## src/rtl/cpc_kbd_pkg.sv

```systemverilog
// Shared types and constants for the CPC keyboard event path:
// the PS/2 event record, special scancodes and the injector FSM states.
package cpc_kbd_pkg;

  localparam logic [7:0] SC_LSHIFT = 8'h12;
  localparam logic [7:0] SC_ESC    = 8'h76;

  typedef struct packed {
    logic       toggle;
    logic       press;
    logic       ext;
    logic [7:0] code;
  } kbd_evt_t;

  typedef enum logic [2:0] {
    ST_IDLE,
    ST_FETCH,
    ST_SHIFT_DN,
    ST_KEY_DN,
    ST_HOLD,
    ST_KEY_UP,
    ST_SHIFT_UP,
    ST_GAP
  } inj_state_e;

  function automatic logic [9:0] evt_bits(input logic press, input logic ext,
                                          input logic [7:0] code);
    return {press, ext, code};
  endfunction

endpackage

```

## src/rtl/key_inj_fifo.sv

```systemverilog
// Synchronous FIFO for queued auto-type characters; registered read data,
// wrap-bit pointers, flush clears the queue.
module key_inj_fifo #(
  parameter int unsigned DEPTH = 16,
  parameter int unsigned W     = 10
) (
  input  logic         clk,
  input  logic         reset,
  input  logic         push,
  input  logic [W-1:0] din,
  input  logic         pop,
  input  logic         flush,
  output logic         full,
  output logic         empty,
  output logic [W-1:0] dout
);

  localparam int unsigned AW = $clog2(DEPTH);

  logic [AW:0]  wr_q, rd_q;
  logic [W-1:0] mem_q [DEPTH];
  logic [W-1:0] dout_q;
  logic         do_push, do_pop;

  assign empty   = (wr_q == rd_q);
  assign full    = (wr_q[AW] != rd_q[AW]) && (wr_q[AW-1:0] == rd_q[AW-1:0]);
  assign do_pop  = pop && !empty;
  assign do_push = push && (!full || do_pop);
  assign dout    = dout_q;

  always_ff @(posedge clk or posedge reset) begin
    if (reset) begin
      wr_q <= '0;
      rd_q <= '0;
    end else if (flush) begin
      wr_q <= '0;
      rd_q <= '0;
    end else begin
      if (do_push) wr_q <= wr_q + 1'b1;
      if (do_pop)  rd_q <= rd_q + 1'b1;
    end
  end

  always_ff @(posedge clk) begin
    if (do_push && !flush) mem_q[wr_q[AW-1:0]] <= din;
  end

  always_ff @(posedge clk or posedge reset) begin
    if (reset)       dout_q <= '0;
    else if (do_pop) dout_q <= mem_q[rd_q[AW-1:0]];
  end

endmodule

```

## src/rtl/key_inject_ctrl.sv

```systemverilog
// Merges the live PS/2 key stream with a queued auto-type injector that
// sequences each character as scan-tick timed press/release events.
module key_inject_ctrl
  import cpc_kbd_pkg::*;
#(
  parameter int unsigned FIFO_DEPTH = 16,
  parameter int unsigned HOLD_TICKS = 2,
  parameter int unsigned GAP_TICKS  = 1
) (
  input  logic        clk,
  input  logic        reset,
  input  logic        scan_tick,
  input  logic [10:0] ps2_key_in,
  input  logic [9:0]  inj_data,
  input  logic        inj_valid,
  output logic        inj_ready,
  output logic [10:0] ps2_key_out,
  output logic        key_extended,
  output logic        busy
);

  localparam int unsigned MAXT = (HOLD_TICKS > GAP_TICKS) ? HOLD_TICKS : GAP_TICKS;
  localparam int unsigned CW   = $clog2(MAXT + 1);

  inj_state_e    state_q, state_d;
  logic [CW-1:0] cnt_q;
  logic          ent_q;
  logic [8:0]    cur_q, cur_d;
  logic          key_dn_q, key_dn_d, sh_dn_q, sh_dn_d, abort_q, abort_d;
  logic          tog_q;
  kbd_evt_t      out_q;

  logic          fifo_full, fifo_empty, fifo_push, fifo_pop, fifo_flush;
  logic [9:0]    fifo_dout;
  logic          live_chg, esc_abort, tick_ok, emit;
  logic [9:0]    evt;

  assign live_chg  = ps2_key_in[10] ^ tog_q;
  assign esc_abort = live_chg && (state_q != ST_IDLE) &&
                     (ps2_key_in[9:0] == evt_bits(1'b1, 1'b0, SC_ESC));
  // The first cycle of a wait state never counts a tick.
  assign tick_ok   = scan_tick && !ent_q;

  assign fifo_push    = inj_valid && !fifo_full && !esc_abort;
  assign inj_ready    = !fifo_full;
  assign busy         = (state_q != ST_IDLE) || !fifo_empty;
  assign ps2_key_out  = out_q;
  assign key_extended = out_q.ext;

  key_inj_fifo #(.DEPTH(FIFO_DEPTH), .W(10)) u_fifo (
    .clk   (clk),
    .reset (reset),
    .push  (fifo_push),
    .din   (inj_data),
    .pop   (fifo_pop),
    .flush (fifo_flush),
    .full  (fifo_full),
    .empty (fifo_empty),
    .dout  (fifo_dout)
  );

  always_ff @(posedge clk or posedge reset) begin
    if (reset) begin
      state_q  <= ST_IDLE;
      cnt_q    <= '0;
      ent_q    <= 1'b0;
      cur_q    <= '0;
      key_dn_q <= 1'b0;
      sh_dn_q  <= 1'b0;
      abort_q  <= 1'b0;
    end else begin
      state_q  <= state_d;
      ent_q    <= (state_d != state_q);
      cnt_q    <= (state_d != state_q) ? '0 : cnt_q + CW'(tick_ok);
      cur_q    <= cur_d;
      key_dn_q <= key_dn_d;
      sh_dn_q  <= sh_dn_d;
      abort_q  <= abort_d;
    end
  end

  always_comb begin
    state_d = state_q;
    cur_d   = cur_q;
    abort_d = abort_q;
    case (state_q)
      ST_IDLE: begin
        abort_d = 1'b0;
        if (!fifo_empty && !live_chg) state_d = ST_FETCH;
      end
      ST_FETCH: begin
        cur_d   = fifo_dout[8:0];
        state_d = fifo_dout[9] ? ST_SHIFT_DN : ST_KEY_DN;
      end
      ST_SHIFT_DN: if (tick_ok) state_d = ST_KEY_DN;
      ST_KEY_DN:   state_d = ST_HOLD;
      ST_HOLD:     if (tick_ok && cnt_q == CW'(HOLD_TICKS - 1)) state_d = ST_KEY_UP;
      ST_KEY_UP:   state_d = sh_dn_q ? ST_SHIFT_UP : (abort_q ? ST_IDLE : ST_GAP);
      ST_SHIFT_UP: state_d = abort_q ? ST_IDLE : ST_GAP;
      ST_GAP:      if (tick_ok && cnt_q == CW'(GAP_TICKS - 1)) state_d = ST_IDLE;
      default:     state_d = ST_IDLE;
    endcase
    // Abort unwinds through the normal release states, skipping whatever is not down.
    if (esc_abort) begin
      abort_d = 1'b1;
      if (key_dn_q)     state_d = ST_KEY_UP;
      else if (sh_dn_q) state_d = ST_SHIFT_UP;
      else begin
        state_d = ST_IDLE;
        abort_d = 1'b0;
      end
    end
  end

  always_comb begin
    emit       = 1'b0;
    evt        = '0;
    fifo_pop   = 1'b0;
    fifo_flush = 1'b0;
    key_dn_d   = key_dn_q;
    sh_dn_d    = sh_dn_q;
    case (state_q)
      ST_IDLE: begin
        if (live_chg) begin
          emit = 1'b1;
          evt  = ps2_key_in[9:0];
        end else if (!fifo_empty) begin
          fifo_pop = 1'b1;
        end
      end
      ST_SHIFT_DN: if (ent_q) begin
        emit    = 1'b1;
        evt     = evt_bits(1'b1, 1'b0, SC_LSHIFT);
        sh_dn_d = 1'b1;
      end
      ST_KEY_DN: begin
        emit     = 1'b1;
        evt      = {1'b1, cur_q};
        key_dn_d = 1'b1;
      end
      ST_KEY_UP: begin
        emit     = 1'b1;
        evt      = {1'b0, cur_q};
        key_dn_d = 1'b0;
      end
      ST_SHIFT_UP: begin
        emit    = 1'b1;
        evt     = evt_bits(1'b0, 1'b0, SC_LSHIFT);
        sh_dn_d = 1'b0;
      end
      default: ;
    endcase
    if (esc_abort) begin
      emit       = 1'b0;
      key_dn_d   = key_dn_q;
      sh_dn_d    = sh_dn_q;
      fifo_pop   = 1'b0;
      fifo_flush = 1'b1;
    end
  end

  always_ff @(posedge clk or posedge reset) begin
    if (reset) begin
      tog_q <= 1'b0;
      out_q <= '0;
    end else begin
      tog_q <= ps2_key_in[10];
      if (emit) out_q <= {~out_q.toggle, evt};
    end
  end

endmodule

```

## config.mk

```make
export PLATFORM = sky130hd
export DESIGN_NAME = key_inject_ctrl
export DESIGN_NICKNAME = d
export VERILOG_FILES = /design/src/rtl/cpc_kbd_pkg.sv /design/src/rtl/key_inj_fifo.sv /design/src/rtl/key_inject_ctrl.sv
export SDC_FILE = /design/constraint.sdc
export NUM_CORES = 1
export LEC_CHECK = 0
export BUFFER_PORTS_ARGS = -buffer_cell sky130_fd_sc_hd__buf_2
export CORE_ASPECT_RATIO = 0.8
export CORE_MARGIN = 4
export CORE_UTILIZATION = 61
export DETAILED_ROUTE_END_ITERATION = 8
export PLACE_DENSITY = 0.9
export SLEW_MARGIN = 20
export SYNTH_ARGS = -nofsm -noshare
export SYNTH_HDL_FRONTEND = slang
export SYNTH_SLANG_ARGS = --single-unit
```

## constraint.sdc

```tcl
create_clock -name clk -period 3.09 [get_ports clk]
set_clock_uncertainty 0.05 [all_clocks]
set_input_delay 0.1545 -clock clk [delete_from_list [all_inputs] [get_ports clk]]
set_output_delay 0.1545 -clock clk [all_outputs]
set_load 0.05 [all_outputs]
```

Word level (Yosys, flattened, before mapping)
Memory sizes are Yosys's and may differ from the RTL's. A register that Yosys moved wholly into a read port is not among the register bits.
Index checks and enable logic that the tools add are counted.
{"block": "totals", "ff_bits": 40, "latchBits": 0, "ramBits": 160, "mem_bits_ro": 0, "inputBits": 25, "word_cells": 103, "n_memories": 1}
{"name": "u_fifo.mem_q", "depth": 16, "width": 10, "read_ports": 1, "rd_ports_with_merged_regs": 1, "write_ports": 1, "line_no": "key_inj_fifo.sv:21", "source": "logic [W-1:0] mem_q [DEPTH];"}
{"block": "op_classes", "add_sub_neg": 3, "mul": 0, "div_mod_pow": 0, "order_cmp": 0, "eq_ne": 14, "shifts": 0, "mux": 37, "n_bitwise": 3, "n_reduce_logical": 31}
{"operator": "$pmux 10 s5", "n": 1}
{"operator": "$mux 3", "n": 9}
{"operator": "$pmux 3 s8", "n": 1}
{"operator": "$mux 10", "n": 2}
{"operator": "$mux 5", "n": 4}
{"operator": "$mux 1", "n": 16}
{"operator": "$eq 3x3->1 const B", "n": 4}
{"operator": "$logic_and 1x1->1", "n": 12}
{"operator": "$add 5x1->5 const B", "n": 2}
{"operator": "$eq 10x10->1 const B", "n": 1}
{"operator": "$reduce_bool 2->1", "n": 5}
{"operator": "$eq 3x2->1 const B", "n": 2}
{"operator": "$logic_not 1->1", "n": 6}
{"operator": "$eq 5x5->1", "n": 1}
{"operator": "$eq 4x4->1", "n": 1}
{"operator": "$pmux 1 s2", "n": 2}
{"operator": "$eq 3x1->1 const B", "n": 1}
{"operator": "$logic_not 3->1", "n": 1}
{"operator": "$ne 3x3->1", "n": 1}
{"operator": "$pmux 1 s3", "n": 1}
{"operator": "$reduce_and 3->1", "n": 1}
{"operator": "$reduce_bool 3->1", "n": 1}
{"operator": "$reduce_or 3->1", "n": 1}
{"operator": "$add 2x1->2", "n": 1}
{"operator": "9 further kinds", "n": 11}

Logic depth before layout (Yosys ltp)
Gate-level depths: netlist (run 1).
{"block": "depth", "word_depth": 11, "ltp_mapped": 8, "mapped_depth_nobuf": 6}

Modules after synthesis
A second synthesis (run 1) with hierarchy kept.
{"block": "hier_totals", "hier_cells": 565, "hier_area_um2": 8989.9}
{"mod": "key_inj_fifo", "n_inst": 1, "cells_per_inst": 402, "area_per_inst_um2": 7303.3, "seq_area_each_um2": 5305.1}
{"mod": "key_inject_ctrl", "n_inst": 1, "cells_per_inst": 163, "area_per_inst_um2": 1686.6, "seq_area_each_um2": 750.7}

Least setup slack after synthesis (run 1)
Ideal clock, no wire load.
{"block": "synth_path", "path_type": "register -> register", "start": "register u_fifo.rd_q[0]", "end": "memory u_fifo.mem_q[15][0], enable pin", "setup_time_ns": 0.397, "arrival_time_ns": 2.067, "required_ns": 2.643, "path_slack_ns": 0.576, "stages_incl_launch_ff": 6, "path_buffers": 1, "period_less_slack_ns": 2.514, "path_cell_list": "dfrtp_1 buf_6 xor2_1 nor4_4 a21boi_2 nor3b_1"}
{"block": "synth_via", "elab_chain_cells": 11, "word_cells_on_any_way": 17, "cone_classes": "eq/ne: 2; mux: 6; reduce/logical: 9"}
{"element": "start: declaration", "line_no": "key_inj_fifo.sv:20", "source": "logic [AW:0] wr_q, rd_q;"}
{"element": "start signal: assignment", "line_no": "key_inj_fifo.sv:40", "source": "if (do_pop) rd_q <= rd_q + 1'b1;"}
{"element": "$eq 5x5->1", "line_no": "key_inj_fifo.sv:25", "source": "assign empty = (wr_q == rd_q);"}
{"element": "$mux 1", "line_no": "key_inject_ctrl.sv:127", "source": "end else if (!fifo_empty) begin"}
{"element": "$mux 1", "line_no": "key_inject_ctrl.sv:124", "source": "if (live_chg) begin"}
{"element": "$mux 1", "line_no": "key_inject_ctrl.sv:122", "source": "case (state_q)"}
{"element": "$mux 1", "line_no": "key_inject_ctrl.sv:153", "source": "if (esc_abort) begin"}
{"element": "$logic_and 1x1->1", "line_no": "key_inj_fifo.sv:27", "source": "assign do_pop = pop && !empty;"}
{"element": "$logic_or 1x1->1", "line_no": "key_inj_fifo.sv:28", "source": "assign do_push = push && (!full || do_pop);"}
{"element": "$logic_and 1x1->1 *", "line_no": "key_inj_fifo.sv:28"}
{"element": "$logic_and 1x1->1 *", "line_no": "key_inj_fifo.sv:45", "source": "if (do_push && !flush) mem_q[wr_q[AW-1:0]] <= din;"}
{"element": "$mux 1 *", "line_no": "key_inj_fifo.sv:45"}
{"element": "$mux 1 (not written as such) *", "line_no": "key_inj_fifo.sv:45"}
{"element": "end: declaration", "line_no": "key_inj_fifo.sv:21"}
Mark *: on every way between the ends. The rest lies on a longest branch, timed or not.

Worst setup path in the final report (run 1)
{"block": "layout_path", "start": "register state_q[2]", "end": "memory u_fifo.mem_q[8][8], enable pin"}
{"block": "layout_via", "elab_chain_cells": 10, "word_cells_on_any_way": 16, "cone_classes": "mux: 5; reduce/logical: 11"}
{"element": "start: declaration", "line_no": "key_inject_ctrl.sv:25", "source": "inj_state_e state_q, state_d;"}
{"element": "start signal: assignment", "line_no": "key_inject_ctrl.sv:72", "source": "state_q <= state_d;"}
{"element": "$reduce_bool 3->1", "line_no": "key_inject_ctrl.sv:39", "source": "assign esc_abort = live_chg && (state_q != ST_IDLE) &&"}
{"element": "$logic_and 1x1->1 (2 in series)", "line_no": "key_inject_ctrl.sv:39"}
{"element": "$mux 1", "line_no": "key_inject_ctrl.sv:153"}
{"element": "$logic_and 1x1->1", "line_no": "key_inj_fifo.sv:27"}
{"element": "$logic_or 1x1->1", "line_no": "key_inj_fifo.sv:28"}
{"element": "$logic_and 1x1->1", "line_no": "key_inj_fifo.sv:28"}
{"element": "$logic_and 1x1->1 *", "line_no": "key_inj_fifo.sv:45"}
{"element": "$mux 1 *", "line_no": "key_inj_fifo.sv:45"}
{"element": "$mux 1 (not written as such) *", "line_no": "key_inj_fifo.sv:45"}
Marks and branches as above.

==> results.md, run 1 <==
- Outcome: finished, final reports clean
- Clk root buf: clkbuf_16
- Final worst path period need: 2830 ps
- Mapped cell area: 8910 µm²
- Pre-CTS WS: 364 ps
- Nets@finish: 595
- Commonest cells in the netlist: 160 x edfxtp_1, 50 x dfrtp_1, 34 x mux4_1
- First-pass GRT wire length: 28,600 µm
- Final GP Congestion: 0.838
- H-tree levels: 1
- Clock-pin slew on the worst setup and hold paths: 60 ps
- Peak VDD IR: 817 µV
- Placed cell area: 9290 µm²
- Total CTS buffers: 20
- Hold Vio Cnt, Final: 0
- Clk sink count: 210
- Die Area: 16,600 µm²
- Synthesized net count: 523
- Worst path top cell family by delay: simple AND/OR/NAND/NOR gates
- Clock Path Buffers: 3
- Largest net degree at the start of global routing: 51
- Syn_area_per_cell: 18.1 µm²
- Die Width: 143 µm
- Router iterations before antenna repair: 5
- Number of flops mapped to enable cells by yosys: 160
- YS warnings: 0
- Gate Count Post-Synth: 492
- Crit-path max cell delay: 650 ps
- Post-route DRC: 0
- Number of vias per cell: 6.36
- Endpoints failing setup: 0
- Ratio of final minimum period to clock period: 0.916
- Vias: 4,845
- Die height: 116 µm
- Fin util: 0.712
- Gr ovfl total: 0
- Slew Viols, Final: 0
- Diodes inserted: 0
- Worst path cell trace: nor3_1 -> nor2_1 -> nor4b_1 -> buf_4 -> and2_1
- Distinct cells, synth: 55
- Worst Hold Class: in -> reg
- Drt first-iter violations: 601
- Share of the synthesized area in the top cell type: 0.539
- Worst path slowest cell: nor4b_1
- WL/cell: 23.9 µm
- Crit Path Category: reg -> reg
- Max Clock Freq: 0.353 GHz
- Max Cap Viol: 0
- Post-synthesis sequential area ratio: 0.680
- Gr usage total: 0.230
- Initial antenna violation count: 1
- Overall Power: 9.34 mW
- Final WL: 18,200 µm
- Top cells by area, synth: edfxtp_1 54%, dfrtp_1 14%, mux4_1 10%
- # rows: 39
- Worst-Margin Slew: 865 ps
- Worst-Skew Late Latency: 490 ps
- Worst Path Required: 3170 ps
- CTS tree: yes
- Final Cell Area: 10,200 µm²
- Critical path capture point type: flop
- Layout area overhead: 14.2%
- Synth Register Bits: 210
- P per Cell Area: 918 nW/µm²
- Pleak: 3.68 nW
- Hpwl dp: 11,400 µm
- Crit-path max FO: 23
- ANT nets after route: 0
- Primary flip-flop cell chosen by synthesis mapping: edfxtp_1
- Post-CTS setup buffer count: 0
- Initial Util: 0.623
- Layout cells sized above 1: 0.218
- Number of buffers added on ports: 38
- Setup WS post-layout: 260 ps
- CP Buf/Inv Count: 1
- Startpoint type of the worst setup path: flop
- Vias in the first global route: 4,868
- Most frequent cell after synthesis: edfxtp_1
- # IOs: 39
- Core Region: 14,300 µm²
- Crit path DAT: 2910 ps
- Dominant cell type by area after synthesis: edfxtp_1
- Max-slew headroom: 0.423
- Setup_tns: 0 ps
- FILL cells: 843
- RSZ-0062 raised after global routing: no
- Async S/R FF share, synth: 0.238
## final cells by class
class                   count  area (µm²)  share of cell area
well taps                 184         230              0.0226
flip-flops and latches    210        6060               0.595
clock buffers              21         504              0.0496
clock inverters            15         160              0.0157
multi-input cells         245        2650               0.260
inverters                  10        38.8             0.00381
repair buffers             77         538              0.0529
## tightest hold or removal path, delay by kind of cell
family,cells,cell delay (ps)
buffers and inverters,1,110
XOR/XNOR,1,150
AND/OR/NAND/NOR,1,50
AO/OA/AOI/OAI,1,200
## power breakdown
part           leakage [nW]  switching (mW)  internal [mW]
logic                  1.30            1.65           1.31
clock network         0.314            1.02           1.44
registers              2.07           0.364           3.54
total                  3.68            3.04           6.30
## state kept, by name (all words and copies together) (netlist names)
register,count
cur_q,9
abort_q,1
state_q,3
key_dn_q,1
u_fifo.wr_q,5
u_fifo.rd_q,5
tog_q,1
sh_dn_q,1
cnt_q,2
key_extended,1
ent_q,1
u_fifo.dout,10
u_fifo.mem_q,160
ps2_key_out,10
## kinds of logic (layout without fill, tap and decap cells)
family,after synthesis,in the layout,synth area share
buffers and inverters,37,123,0.0235
XOR/XNOR,17,17,0.0167
adder cells (fa/ha/maj),7,7,0.00955
flip-flops,210,210,0.680
multiplexers,70,70,0.170
AND/OR/NAND/NOR,99,99,0.0604
AO/OA/AOI/OAI,52,52,0.0399
## final timing paths
path                            startpoint  cells after the start  slack, ps                 end
min in group asynchronous            reset                      3        310      ps2_key_out[7]
max in group asynchronous            reset                      3       2100      u_fifo.rd_q[0]
hold reg to reg            ps2_key_out[10]                      1        420     ps2_key_out[10]
setup / recovery                state_q[2]                      5        260  u_fifo.mem_q[8][8]
setup reg to reg                state_q[2]                      5        260  u_fifo.mem_q[8][8]
hold / removal                   inj_valid                      4        160      u_fifo.wr_q[0]
## routing by layer
metal,part of all wire,vias to the layer above,track usage
met3,0.080,34,0.0470
met4,0.016,2,0.0412
met1,0.42,2469,0.331
li1,-,2115,-
met5,0.00071,-,0
met2,0.49,225,0.378
## per-stage QoR
step           hold WS [ps]  instances
2_1_floorplan           136        492
3_3_place_gp            256        704
3_5_place_dp            248        704
4_1_cts                 129        762
5_1_grt                 155        762
6_report                155        762
## placed cells by master (no fill, tap or decap), types with 5 or more instances in the layout
master	netlist	layout
xor2_1	11	11
inv_1	9	8
mux2_2	9	9
nand2_1	17	17
clkbuf_16	0	20
mux4_2	16	16
mux4_1	34	34
a22oi_1	7	7
buf_2	5	38
o21ai_0	17	16
nand4_1	5	5
xnor2_1	6	6
nor2_1	25	25
dfrtp_1	50	49
clkinv_1	1	9
dlygate4sd3_1	0	22
and2_1	15	15
a21oi_1	7	7
edfxtp_1	160	160
buf_4	4	17
nand3_1	7	7
nor3_1	8	8
ha_1	6	6
mux2_4	10	10
## repair_timing
| action | CTS | global route |
|---|---|---|
| hold endpoints to repair | 163 | 0 |
| hold buffers | 22 | 0 |
| gates resized for setup | 0 | 0 |
Note: power is estimated with default switching activity, not from simulation.
==> run 2, diff against run 1 <==
CELL_PAD_IN_SITES_DETAIL_PLACEMENT = 1   (was not set)
CELL_PAD_IN_SITES_GLOBAL_PLACEMENT = 2   (was not set)
CORE_UTILIZATION = 47   (was 61)
==> run 2 against run 1 <==
  * Critical path depth is 1 lower
  * Via count is 1.9% lower
  * Cell area is 0.93% higher
  * Non-clock buffer count is 10 lower
  * Sequential cell count stayed put
  * Fmax is 4.4% higher
  * Clock power is 12% higher
  * Worst hold slack worse by 130 ps
  * Die area is 28% higher
  * Worst setup slack better by 120 ps
==> results.md, run 2 (same netlist as run 1, synthesis figures left out) <==
- Comb power frac: 0.318 (about the same)
- Worst Hold End: u_fifo.mem_q[10][7]
- Layout cells sized above 1: 0.226 (+0.00793)
- Endpoints failing setup: 0 (unchanged)
- Initial antenna violation count: 0 (-1)
- FILL cells: 1,677 (+99%)
- WL/cell: 24.8 µm (+3.7%)
- Worst-Skew Late Latency: 490 ps (about the same)
- Crit Path Category: reg -> reg
- Gr ovfl total: 0 (unchanged)
- Crit-path max cell delay: 650 ps (about the same)
- Worst Path Required: 3170 ps (about the same)
- Final GP Congestion: 0.794 (-5.2%)
- Max-slew headroom: 0.300 (-0.123)
- Ratio of final minimum period to clock period: 0.878 (-0.0385)
- Crit-path max FO: 18 (-22%)
- Outcome: finished, final reports clean
- R2R Path End: u_fifo.mem_q[9][8]
- Slew Viols, Final: 0 (unchanged)
- Most common cell after layout, fill and taps aside: edfxtp_1
- Layout area overhead: 15.3%
- Nets@finish: 587 (-1.3%)
- Internal power: 6.60 mW (+4.8%)
- Clk root buf: clkbuf_16
- Worst-Margin Slew: 1040 ps (+180 ps)
- # rows: 44 (+13%)
- Initial Util: 0.484 (-0.139)
- H-tree levels: 1 (unchanged)
- Number of vias per cell: 5.77 (-9.2%)
- P per Cell Area: 947 nW/µm² (+3.2%)
- Clock Path Buffers: 3 (unchanged)
- Max reg flops: 160 (unchanged)
- Resize count post-CTS: 0 (unchanged)
- Pleak: 3.70 nW (+0.49%)
- Critical path capture point type: flop
- Final WL: 20,400 µm (+12%)
- Die Width: 162 µm (+13%)
- Setup_tns: 0 ps (unchanged)
- R2R cell count: 4 (-1)
- Most frequent cells in the layout: 160 x edfxtp_1, 49 x dfrtp_1, 38 x buf_2, 34 x mux4_1, 25 x nor2_1
- Hpwl dp: 13,700 µm (+21%)
- Diodes inserted: 0 (unchanged)
- Share of power burned in the clock network: 0.284 (+0.020)
- First-pass GRT wire length: 31,400 µm (+9.9%)
- Sw frac: 0.321 (-0.00455)
- Core Region: 18,400 µm² (+29%)
- Worst Hold Class: in -> reg
- Crit path DAT: 2790 ps (-120 ps)
- Largest net degree at the start of global routing: 44 (-14%)
- Die Area: 21,200 µm² (+28%)
- Hold Vio Cnt, Final: 0 (unchanged)
- Max Cap Viol: 0 (unchanged)
- Gr usage total: 0.193 (-0.0372)
- Total CTS buffers: 22 (+10%)
- Die height: 131 µm (+13%)
- Hold Path Cell Cnt: 1 (-3)
- Drt first-iter violations: 473 (-21%)
- Overall Power: 9.72 mW (+4.1%)
- Vias in the first global route: 5,037 (+3.5%)
- Reg2Reg Launch Point: state_q[0]
- Max Clock Freq: 0.369 GHz (+4.4%)
- Worst path cell trace: nor3_1 -> nor2_1 -> nor4b_1 -> and2_1
- ANT nets after route: 0 (unchanged)
- Startpoint type of the worst setup path: flop
- Number of buffers added on ports: 38 (unchanged)
- RSZ-0062 raised after global routing: no
- Vias: 4,755 (-1.9%)
- Peak VDD IR: 422 µV (-48%)
- Flop pwr share: 0.399 (-0.020)
- Clk sink count: 210 (unchanged)
- Switching power: 3.12 mW (+2.7%)
- # IOs: 39 (unchanged)
- CTS tree: yes
- Router iterations before antenna repair: 4 (-1)
- Post-route DRC: 0 (unchanged)
- Final worst path period need: 2710 ps (-119 ps)
- Worst hold start: inj_data[7]
- R2R Setup Slk: 380 ps (+120 ps)
- Worst path slowest cell: nor4b_1
- Clock-pin slew on the worst setup and hold paths: 60 ps (about the same)
-- run 2: worst max-delay path: cells and delay by family, from the launching register on --
| family | cells | cell delay, ps |
|---|---|---|
| simple gates | 4 | 1690 |
| flops | 1 | 600 |
-- run 2: layer usage --
| layer | part of all wire | track usage |
|---|---|---|
| met1 | 0.45 | 0.287 |
| met4 | 0.014 | 0.0366 |
| met2 | 0.47 | 0.304 |
| met3 | 0.069 | 0.0363 |
| met5 | 0 | 0 |
-- run 2: what timing repair did --
action                                 4_1_cts  5_1_grt
endpoints found under the hold margin       36        0
setup buffers                                0        0
hold buffers                                12        0
-- run 2: power by group through the flow --
| stage | Clock [mW] | Sequential, mW | Combinational (mW) |
|---|---|---|---|
| 2_1_floorplan | 0 | 3.97 | 2.18 |
| 3_3_place_gp | 0 | 3.88 | 2.94 |
| 3_5_place_dp | 0 | 3.92 | 3.05 |
| 4_1_cts | 2.82 | 3.87 | 3.11 |
| 5_1_grt | 2.94 | 3.93 | 3.31 |
| 6_report | 2.76 | 3.87 | 3.09 |
-- run 2: worst max path at each step --
stage                               from                  end  slack (ps)  cells past startpoint
after detailed placement      state_q[0]   u_fifo.mem_q[9][4]         410                      4
after global placement        state_q[0]  u_fifo.mem_q[10][5]         480                      4
final                         state_q[0]   u_fifo.mem_q[9][8]         380                      4
after CTS                     state_q[0]   u_fifo.mem_q[9][8]         380                      4
after global routing          state_q[0]  u_fifo.mem_q[10][0]         140                      4
after floorplan           u_fifo.rd_q[0]  u_fifo.mem_q[15][0]         580                      5
-- run 2: per-stage QoR --
step	std cells	area, µm²	worst slack (ps)	hold slack [ps]	utilization
6_report	824	10300	378	27.2	0.559
5_1_grt	824	10300	138	21.8	0.559
4_1_cts	824	10300	376	3.41	0.559
3_5_place_dp	773	9390	410	184	0.511
3_3_place_gp	773	9390	479	171	0.511
2_1_floorplan	492	8910	576	136	-
-- run 2: cell type report --
type                       instances  area, µm²  area share
clock inverter                    10        144      0.0140
multi-input combinational        245       2650       0.258
tap                              253        317      0.0308
clock buffer                      29        618      0.0602
timing repair buffer              67        450      0.0439
sequential                       210       6060       0.590
inverter                          10       37.5     0.00365
